$ cat src/rtl/mole_game_core.sv
// Whack-a-mole game engine: timed round, LFSR-placed moles, tap scoring with
// difficulty-dependent mole lifetime, saturating score and hit/miss pulses.
module mole_game_core #(
  parameter int unsigned N_HOLES     = 9,
  parameter int unsigned TICK_DIV    = 10_000_000,
  parameter int unsigned ROUND_TICKS = 300,
  parameter int unsigned SCORE_W     = 8,
  parameter int unsigned TW          = $clog2(ROUND_TICKS + 1)
) (
  input  logic               clk,
  input  logic               rst_n,
  input  logic               start,
  input  logic [1:0]         difficulty,
  input  logic [N_HOLES-1:0] tap,
  output logic [N_HOLES-1:0] holes,
  output logic [SCORE_W-1:0] score,
  output logic [TW-1:0]      time_left,
  output logic               playing,
  output logic               game_over,
  output logic               hit_pulse,
  output logic               miss_pulse
);

  localparam int unsigned CW = (TICK_DIV > 1) ? $clog2(TICK_DIV) : 1;
  localparam int unsigned IW = $clog2(N_HOLES + 1);
  localparam int unsigned LW = 5;
  localparam logic [15:0] LFSR_SEED = 16'hACE1;
  localparam logic [SCORE_W-1:0] SCORE_MAX = {SCORE_W{1'b1}};

  typedef enum logic [1:0] {S_IDLE, S_GAP, S_UP, S_OVER} state_e;

  state_e             state_q, state_d;
  logic [CW-1:0]      cnt_q, cnt_d;
  logic [15:0]        lfsr_q, lfsr_d;
  logic [N_HOLES-1:0] tap_q;
  logic [N_HOLES-1:0] holes_q, holes_d;
  logic [SCORE_W-1:0] score_q, score_d;
  logic [TW-1:0]      time_q, time_d;
  logic [1:0]         diff_q, diff_d;
  logic [IW-1:0]      prev_q, prev_d;
  logic [LW-1:0]      life_q, life_d;
  logic               playing_q, playing_d;
  logic               over_q, over_d;
  logic               hit_q, hit_d;
  logic               miss_q, miss_d;

  logic               active_c, tick_c, hit_c, miss_c;
  logic [N_HOLES-1:0] tap_rise_c;
  logic [IW-1:0]      idx_raw_c, pick_c;

  function automatic logic [LW-1:0] lifetime(input logic [1:0] d);
    case (d)
      2'd0:    return LW'(20);
      2'd1:    return LW'(12);
      2'd2:    return LW'(8);
      default: return LW'(5);
    endcase
  endfunction

  assign active_c   = (state_q == S_GAP) || (state_q == S_UP);
  assign tick_c     = active_c && (cnt_q == CW'(TICK_DIV - 1));
  assign tap_rise_c = tap & ~tap_q;
  assign hit_c      = (state_q == S_UP) && (|(tap_rise_c & holes_q));
  assign miss_c     = active_c && !hit_c && (|(tap_rise_c & ~holes_q));

  // Next hole: never repeat the previous index.
  assign idx_raw_c = IW'(lfsr_q % 16'(N_HOLES));
  assign pick_c    = (idx_raw_c != prev_q)              ? idx_raw_c :
                     (idx_raw_c == IW'(N_HOLES - 1))    ? '0 : idx_raw_c + IW'(1);

  always_comb begin
    state_d  = state_q;
    cnt_d    = cnt_q;
    lfsr_d   = {lfsr_q[14:0], lfsr_q[15] ^ lfsr_q[13] ^ lfsr_q[12] ^ lfsr_q[10]};
    holes_d  = holes_q;
    score_d  = score_q;
    time_d   = time_q;
    diff_d   = diff_q;
    prev_d   = prev_q;
    life_d   = life_q;
    hit_d    = 1'b0;
    miss_d   = 1'b0;

    case (state_q)
      S_IDLE, S_OVER: begin
        if (start) begin
          state_d = S_GAP;
          score_d = '0;
          time_d  = TW'(ROUND_TICKS);
          cnt_d   = '0;
          diff_d  = difficulty;
          prev_d  = IW'(N_HOLES);
          holes_d = '0;
        end
      end
      S_GAP, S_UP: begin
        cnt_d = tick_c ? '0 : cnt_q + CW'(1);
        if (hit_c) begin
          holes_d = '0;
          score_d = (score_q == SCORE_MAX) ? score_q : score_q + SCORE_W'(1);
          hit_d   = 1'b1;
          state_d = S_GAP;
        end else if (miss_c) begin
          score_d = (score_q == '0) ? score_q : score_q - SCORE_W'(1);
          miss_d  = 1'b1;
        end
        if (tick_c) begin
          if (state_q == S_GAP) begin
            state_d = S_UP;
            holes_d = N_HOLES'(1) << pick_c;
            prev_d  = pick_c;
            life_d  = lifetime(diff_q);
          end else if (!hit_c) begin
            if (life_q <= LW'(1)) begin
              holes_d = '0;
              state_d = S_GAP;
            end else begin
              life_d = life_q - LW'(1);
            end
          end
          // Round end overrides any mole transition; a same-cycle hit still counts.
          time_d = time_q - TW'(1);
          if (time_q <= TW'(1)) begin
            time_d  = '0;
            state_d = S_OVER;
            holes_d = '0;
          end
        end
      end
      default: state_d = S_IDLE;
    endcase

    playing_d = (state_d == S_GAP) || (state_d == S_UP);
    over_d    = (state_d == S_OVER);
  end

  always_ff @(posedge clk or negedge rst_n) begin
    if (!rst_n) begin
      state_q   <= S_IDLE;
      cnt_q     <= '0;
      lfsr_q    <= LFSR_SEED;
      tap_q     <= '0;
      holes_q   <= '0;
      score_q   <= '0;
      time_q    <= '0;
      diff_q    <= '0;
      prev_q    <= IW'(N_HOLES);
      life_q    <= '0;
      playing_q <= 1'b0;
      over_q    <= 1'b0;
      hit_q     <= 1'b0;
      miss_q    <= 1'b0;
    end else begin
      state_q   <= state_d;
      cnt_q     <= cnt_d;
      lfsr_q    <= lfsr_d;
      tap_q     <= tap;
      holes_q   <= holes_d;
      score_q   <= score_d;
      time_q    <= time_d;
      diff_q    <= diff_d;
      prev_q    <= prev_d;
      life_q    <= life_d;
      playing_q <= playing_d;
      over_q    <= over_d;
      hit_q     <= hit_d;
      miss_q    <= miss_d;
    end
  end

  assign holes      = holes_q;
  assign score      = score_q;
  assign time_left  = time_q;
  assign playing    = playing_q;
  assign game_over  = over_q;
  assign hit_pulse  = hit_q;
  assign miss_pulse = miss_q;

endmodule

$ cat config.mk
export PLATFORM = sky130hd
export DESIGN_NAME = mole_game_core
export DESIGN_NICKNAME = d
export VERILOG_FILES = /design/src/rtl/mole_game_core.sv
export SDC_FILE = /design/constraint.sdc
export NUM_CORES = 1
export LEC_CHECK = 0
export CAP_MARGIN = 40
export CORE_MARGIN = 3
export CORE_UTILIZATION = 60
export DETAILED_ROUTE_END_ITERATION = 12
export PLACE_DENSITY = 0.8
export SLEW_MARGIN = 10
export SYNTH_ARGS = -nofsm -noshare
export SYNTH_HDL_FRONTEND = slang
export SYNTH_SLANG_ARGS = --single-unit
$ cat constraint.sdc
create_clock -name clk -period 13.9 [get_ports clk]
set_input_delay 2.78 -clock clk [delete_from_list [all_inputs] [get_ports clk]]
set_output_delay 2.78 -clock clk [all_outputs]
set_load 0.005 [all_outputs]
==> metrics.txt <==
GRT Total Usage ~27%; synthesized cell area around 0.0074 mm2; critical path launch point type flip-flop; synthesis-to-finish area growth 10.9%; DR pass1 iterations 6; maximum vdd drop around 0.09 mV; Tcrit/Tclk final 67.9%; post-synthesis simple-gate area fraction 23.2%; initial DRC count between 500 and 600; min-delay worst type reg2reg; register area share after synthesis roughly a third; Crit Path Max Fanout 17; Max Clk Rate 106 MHz; post-synthesis mux area share under 10%; IO Count 44; met3 wire length approximately 800 um; Port-buffer cells 43; part of the power in registers roughly two fifths; synthesized area per cell ~8.6 um2; WL met1 roughly 8.0 mm; Design Area, Final 0.00817 mm2; synth warn 0; largest family of logic cells by synthesized area compound AO/OA/AOI/OAI gates; gpl congestion approximately 0.94; compound-gate portion of the synthesized area ~30%; number of global-route vias before repair around 6300; fin. max-slew vios 0; P per Cell Area roughly 100 mW/mm2; CTS max path bufs 2; ANT cells 0; crit path time final between 9000 and 10000 ps; root buf cell clkbuf_16; Setup Viol. Count Final 0; # rows 39; Slew @ Worst Pin 846 ps; Post-synth EDFFs 0; cell family contributing the most delay on the critical path compound AO/OA/AOI/OAI gates; Power, Total 828 uW; drt total wl between 15 and 20 mm; share of cells above drive strength 1 11.9%; CTS H-tree depth 3; Mapped Cells roughly 860; CP max stage cell dfstp_2; critical path arrival just under 10000 ps; clock power share between 30% and 40%; WL/cell 17.3 um; largest net degree at the start of global routing 50; Unique masters post-synth between 100 and 150; #FFs+latches synth 92; initial antenna violation count 0; global-route wire length before repair 30.4 mm; core region area approximately 0.012 mm2; Initial Util 62.9%; main flop type after synthesis dfrtp_1; met2 wire len approximately 8.6 mm; unrepaired setup endpoints after global routing no; Async SR Flop Fraction 100%; final core utilization 69.7%; WS Path Type reg2reg; Post-Route Skew roughly 7 ps; sw power between 200 and 250 uW; CTS resizes 0; final hold vios 0; Comb power frac between 20% and 30%; highest metal used met4; NumNets Final approximately 900; clock-pin slew on the worst setup and hold paths approximately 70 ps; clk_lat worst skew 340 ps; Crit path largest cell delay between 700 and 800 ps; CTS Hold Bufs 0; Clock Sinks 92; Area after DPL ~0.0078 mm2; Max Cap Viol 0; vias around 6700; static leakage around 3.3 nW; XOR/XNOR Fraction of Synth Area approximately 3.7%; Worst Path Buf+Inv 2; DIE HEIGHT between 100 and 150 um; Vias per Instance ~6.5; DP Wirelength between 10 and 15 mm; grt ovf 0; worst endpoint required time 14140 ps; CTS tree done; Antenna Violating Nets Remaining 0; Adder-Cell Fraction of Synth Area 4.14%; final setup TNS 0 ps; Post-CTS Setup Repair Bufs 0; internal power a little under 600 uW; die footprint around 0.014 mm2; Inserted Clock Buffers 9; Synth Net Count between 800 and 900; CP endpoint kind flip-flop; Switching Share between 20 and 30%; status completed; drt drc 0; Rel. slew slack approximately 43%; Die X ~120 um
-- cells in the final DEF (no fill, tap or decap), types with 19 or more instances in the layout --
cell type,count
dfrtp_1,82
ha_1,22
clkdlybuf4s50_1,42
nand2_1,85
nor2_1,66
inv_1,38
nor3_1,21
o21ai_0,81
a21oi_1,49
and3_1,19
-- per-stage QoR --
step,setup slack [ps],std cells,hold slack [ps]
after CTS,4590,1028,447
after global placement,5050,1010,434
final,4460,1028,449
after detailed placement,4650,1012,437
after global routing,3770,1028,459
after floorplan,5790,855,350
-- logic make-up (layout without fill, tap and decap cells) --
group,Yosys count,count (layout)
xor+xnor,23,23
buf+inv,76,106
simple gates,321,321
flops,92,92
fa+ha+maj,24,24
compound gates,296,296
mux,23,23
-- worst register-to-register path: cells and delay by family, from the launching register on --
family,cells,cell delay (ps)
XOR/XNOR,2,530
flip-flops,1,730
buffers and inverters,2,140
multiplexers,3,1220
adder cells (fa/ha/maj),3,780
AND/OR/NAND/NOR,7,1480
AO/OA/AOI/OAI,16,4460
-- synth_stat cells (5+ instances only) --
cell	number	share of area [%]
nor3_1	21	1.4
mux2i_1	9	1.2
nand2_1	85	4.3
nor2_1	66	3.4
a21o_1	11	1.1
a211oi_1	9	0.92
nand3b_1	10	1.0
nand3_1	18	1.2
dfstp_2	10	3.6
and3_1	19	1.6
nor3b_1	12	1.2
o31ai_1	13	1.3
nand4_1	13	1.1
nand2b_1	14	1.2
nor4_1	9	0.76
xnor2_1	15	1.8
inv_1	38	1.9
or3_1	9	0.76
and2_1	10	0.85
ha_1	22	3.7
a31oi_1	8	0.68
a22oi_1	7	0.71
o21ai_0	81	5.5
dfrtp_1	82	28
a21oi_1	49	3.3
o21ai_1	12	0.82
nor2b_1	7	0.59
clkbuf_1	22	1.1
mux2_2	10	1.5
o22ai_1	6	0.51
buf_2	5	0.34
o211ai_1	11	1.1
-- area by class of cell --
type	count	area [um2]
clock buffer	11	243
clock inverter	5	83.8
sequential	92	2310
fill	921	3540
tap	143	179
multi-input combinational	687	4720
inverter	41	154
timing repair buffer	49	470
-- power by group through the flow --
stage	clock network (mW)	registers [mW]	logic, mW
final	0.266	0.346	0.217
after global routing	0.283	0.353	0.248
after CTS	0.270	0.346	0.218
after detailed placement	0	0.350	0.216
after global placement	0	0.348	0.205
after floorplan	0	0.341	0.146
-- state kept, by name, indices dropped and copies added, names as in the netlist --
name and count:
cnt_q 24, lfsr_q 16, holes 9, tap_q 9
time_left 9, score 8, life_q 5, prev_q 4
diff_q 2, state_q 2, game_over 1, hit_pulse 1
miss_pulse 1, playing 1
-- metal layers --
layer  global-route usage, %  vias to the layer above
li1                        -                     3235
met1                    37.6                     3232
met2                    44.3                      212
met3                    4.01                       35
met4                    6.96                        0
met5                       0                        -
-- worst paths after layout --
check | slack, ps | endpoint | startpoint | cells past startpoint
worst max-delay path | 4460 | holes[1] | lfsr_q[13] | 33
max in group asynchronous | 10440 | time_left[3] | rst_n | 2
worst max register to register | 4460 | holes[1] | lfsr_q[13] | 33
min in group asynchronous | 2420 | cnt_q[19] | rst_n | 1
worst min register to register | 450 | lfsr_q[6] | lfsr_q[5] | 0
worst min-delay path | 450 | lfsr_q[6] | lfsr_q[5] | 0
Note: power is estimated with default switching activity, not from simulation.
==> variant 1: new RTL, config.mk and constraints unchanged <==
Set the parameter `N_HOLES` to 11 (it was 9).
--- a/src/rtl/mole_game_core.sv
+++ b/src/rtl/mole_game_core.sv
@@ -3,3 +3,3 @@
 module mole_game_core #(
-  parameter int unsigned N_HOLES     = 9,
+  parameter int unsigned N_HOLES     = 11,
   parameter int unsigned TICK_DIV    = 10_000_000,
Interface: changed (resized holes and tap); port bits go from 44 to 48. No check against the original RTL was run, so the function may have changed too.
==> variant 1 against the unedited design <==
- hold slack gained 0.031 ns
- count of clock-buffer cells in the layout grew 2
- power shrank 14%
- sequential cell count grew 4
- via count grew 24%
- sequential share of layout area shrank 2.2 points
- sequential power shrank 9.2%
- worst setup slack lost 0.27 ns
- area after synthesis grew 15%
- routed wire length grew 17%
- maximum frequency shrank 2.8%
- cell area grew 13%
- combinational power shrank 47%
- critical path type unchanged
- critical endpoint is now holes[9]
- largest power group unchanged
==> variant 1: results (changes against the unedited design) <==
Global routing
  • Maximum number of pins on one net before global-route repair: 54 (+8.0%)
  • GR Util met3: 4.35% (+0.34 points)
  • Total GRT Usage: 26.0% (-1.0 points)
  • GRT met1 Usage: 37.5% (-0.15 points)
  • First-pass GRT wire length: 35500 µm (+17%)
  • Vias in the first global route: 7428 (+17%)

Layout
  • FFs & Latches: 96 (+4.3%)
  • Fraction of area in multi-input gates: 60.6% (+2.8 points)
  • Inverters, non-clock: 30 (-27%)
  • Filler Cell Count: 1139 (+24%)
  • Seq area share: 26.2% (-2.2 points)
  • Clock buf/inv share: 3.68% (-0.31 points)
  • Fraction of area in non-clock buffers: 5.91% (+0.15 points)
  • Clkbuf count: 13 (+2)
  • Layout cells sized above 1: 8.98% (-2.9 points)
  • Comb_multi_in: 850 (+24%)

Critical path
  • Worst reg2reg path depth: 31 (-6.1%)
  • CP max stage delay: 0.94 ns (+0.21 ns)
  • Worst EP arrival: 9.99 ns (+0.31 ns)

Synthesis
  • Mapped Nets: 1077 (+21%)
  • Register area share after synthesis: 28.5% (-3.0 points)
  • Xor and xnor area share after synthesis: 2.46% (-1.2 points)
  • Unique cell type count in the Yosys netlist: 113 (+2.7%)
  • Post-synthesis compound-gate area fraction: 33.3% (+3.8 points)
  • Synth Area in Adders: 3.17% (-0.98 points)
  • Yosys top cell area share: 25.0% (-2.8 points)
  • Most frequent cells after synthesis: o21ai_0 (102), nand2_1 (94), dfrtp_1 (85), nor2_1 (69), a21oi_1 (67)
  • Avg Inst Size Synth: 8.16 µm² (-5.3%)

Drt
  • Met3 Wirelength: 1250 µm (+56%)
  • DR vias/cell: 6.82 (+4.3%)
  • DR iter-0 viols: 716 (+27%)

Pwr
  • Sw Pwr: 0.000170 W (-30%)
  • PwrDens: 76.9 nW/µm² (-24%)
  • Lkg Pwr: 3.63 nW (+11%)
  • Comb pwr: 0.000114 W (-47%)

Status
  • Run status: finished clean

Timing
  • Tightest Pin Transition: 0.913 ns (+0.0670 ns)
  • Clock skew: 0.00745 ns (+0.000237 ns)

Place
  • Number of port buffers: 47 (+9.3%)
  • Total placed cells including tap cells: 1206 (+19%)
variant 1: cell count changes after synthesis, sizes merged, moves of 6 or more:
cell    change
a32o       +10
nand2       +8
clkbuf      +8
nand2b      +9
inv        -14
buf        +22
a31oi       +8
o21ai      +18
mux2        -6
nand3      +24
a311oi      +8
nand3b      +6
a21oi      +18
a211oi      +6
variant 1: path summary, 6_finish.rpt:
check	start	to	slack (ns)
max	lfsr_q[14]	holes[9]	4.19
min	lfsr_q[5]	lfsr_q[6]	0.48
max reg2reg	lfsr_q[14]	holes[9]	4.19
min reg2reg	lfsr_q[5]	lfsr_q[6]	0.48
max in group asynchronous	rst_n	prev_q[3]	10.41
min in group asynchronous	rst_n	tap_q[2]	2.47
variant 1: through the flow:
stage	hold WS (ns)	instance area, µm²
after floorplan	0.349	8490
after global placement	0.469	8860
after detailed placement	0.461	8890
after CTS	0.473	9230
after global routing	0.488	9240
final	0.481	9240
==> variant 2: new RTL, same flow settings <==
Made on the original files. Remove the register `over_q`: a continuous assignment takes its place, so the output `game_over` follows one clock earlier.
--- a/src/rtl/mole_game_core.sv
+++ b/src/rtl/mole_game_core.sv
@@ -149,3 +149,2 @@
       playing_q <= 1'b0;
-      over_q    <= 1'b0;
       hit_q     <= 1'b0;
@@ -164,3 +163,2 @@
       playing_q <= playing_d;
-      over_q    <= over_d;
       hit_q     <= hit_d;
@@ -169,2 +167,4 @@
   end
+
+  assign over_q = over_d;
 
Behaviour: no difference found for any inputs over 10 cycles, from zero or initial values and one cycle with rst_n low; that may be too few to reach the edited logic, so the function may still have changed.
==> variant 2 against the unedited design <==
- worst setup slack improved by 0.099 ns
- cell area fell by 0.41%
- non-clock buffer count rose by 1
- routed wire length rose by 0.47%
- sequential cell count fell by 1
- utilization fell by 0.29 points
- clock skew rose by 0.00067 ns
- critical path type unchanged
- power fell by 3.0%
- area after synthesis fell by 0.34%
==> variant 2: results (changes against the unedited design) <==
Status
  • Run status: finished clean

Layout
  • Multi-input logic area: 4720 µm² (unchanged)
  • Layout cells sized above 1: 11.8% (-0.11 points)
  • Clkbuf count: 12 (+1)
  • Bufs w/o clock: 50 (+2.0%)
  • Clock buf/inv share: 3.54% (-0.46 points)
  • FFs & Latches: 91 (-1.1%)
  • Filler Cell Count: 912 (-0.98%)
  • Fraction of area in non-clock buffers: 6.15% (+0.39 points)
  • Reg area: 2290 µm² (-1.1%)

Place
  • Post-DP HPWL: 13000 µm (-0.27%)
  • Number of port buffers: 43 (unchanged)
  • Gp weighted congestion: 0.974 (+3.5%)
  • Dpl ws: 4.66 ns (+0.0101 ns)

Drt
  • Top layer used by detailed routing: met4
  • DRT met1 WL: 8000 µm (-0.44%)
  • Routed wire length: 17800 µm (+0.47%)
  • DR vias/cell: 6.58 (+0.76%)
  • DR iter-0 viols: 670 (+19%)
  • Met3 Wirelength: 869 µm (+8.1%)
  • First-pass detailed-route iteration total: 5 (-1)
  • Metal2 WL: 8530 µm (-0.77%)

Pwr
  • Lkg Pwr: 3.26 nW (-0.54%)
  • VDD IR max: 0.0844 mV (-7.4%)
  • Sw Pwr: 0.000245 W (+0.46%)
  • Seq power: 0.000345 W (about the same)

Synthesis
  • Xor and xnor area share after synthesis: 3.70% (+0.013 points)
  • Post-synthesis compound-gate area fraction: 29.5% (+0.10 points)
  • Synth Area in Adders: 4.16% (+0.014 points)
  • Mapped Nets: 891 (-0.11%)
  • Unique cell type count in the Yosys netlist: 110 (unchanged)
  • Most frequent cells after synthesis: nand2_1 (85), dfrtp_1 (81), o21ai_0 (81), nor2_1 (66), a21oi_1 (49)
  • Top cells by area, synth: dfrtp_1 (28%), o21ai_0 (5.5%), nand2_1 (4.3%), ha_1 (3.7%), dfstp_2 (3.6%)
  • Register area share after synthesis: 31.2% (-0.23 points)
  • Mux contribution to synthesized area: 3.68% (+0.013 points)

Clock tree
  • Skew-Pair Late Insertion Delay: 0.34 ns (about the same)
  • CTS tree: done
  • CTS Buf Count: 9 (unchanged)
  • Post_cts resized: 0 (unchanged)

Global routing
  • Total GRT Usage: 27.0% (about the same)
  • Vias in the first global route: 6297 (-0.49%)
  • Initial antenna violation count: 0 (unchanged)
  • Maximum number of pins on one net before global-route repair: 48 (-4.0%)
  • First-pass GRT wire length: 30200 µm (-0.70%)

Timing
  • Clock skew: 0.00788 ns (+0.000665 ns)
  • Tightest Pin Transition: 0.805 ns (-0.0410 ns)
  • Final Cycle Share: 67.2% (-0.71 points)

Critical path
  • Worst setup path end: holes[2]
  • Worst EP arrival: 9.59 ns (-0.09 ns)
  • R2R Setup Slk: 4.56 ns (+0.10 ns)
  • CP max stage delay: 0.71 ns (-0.02 ns)
  • Worst reg2reg path depth: 33 (unchanged)

Worst hold path
  • Hold_sp: lfsr_q[6]
## variant 2: cell count changes after synthesis
cell	before	now
dfrtp_1	82	81
## variant 2: worst min-delay path by stage
stage                     depth (start not counted)  slack, ns   endpoint
after floorplan                                   0       0.35  lfsr_q[5]
final                                             0       0.44  lfsr_q[7]
after global routing                              0       0.45  lfsr_q[7]
after detailed placement                          0       0.43  lfsr_q[6]
after CTS                                         0       0.44  lfsr_q[7]
after global placement                            0       0.43  lfsr_q[6]
## variant 2: metrics by stage
step	instances	area (µm²)	power (W)	hold slack, ns
2_1_floorplan	854	7340	0.000484	0.350
3_5_place_dp	1012	7850	0.000565	0.433
4_1_cts	1028	8130	0.000807	0.441
6_report	1028	8130	0.000803	0.441
3_3_place_gp	1009	7800	0.000549	0.432
5_1_grt	1028	8130	0.000854	0.455
## variant 2: per-layer routing
metal  vias up  GRT usage (%)
met5         -              0
met1      3230           38.0
li1       3256              -
met4         0           7.95
met2       236           42.9
met3        43           4.87
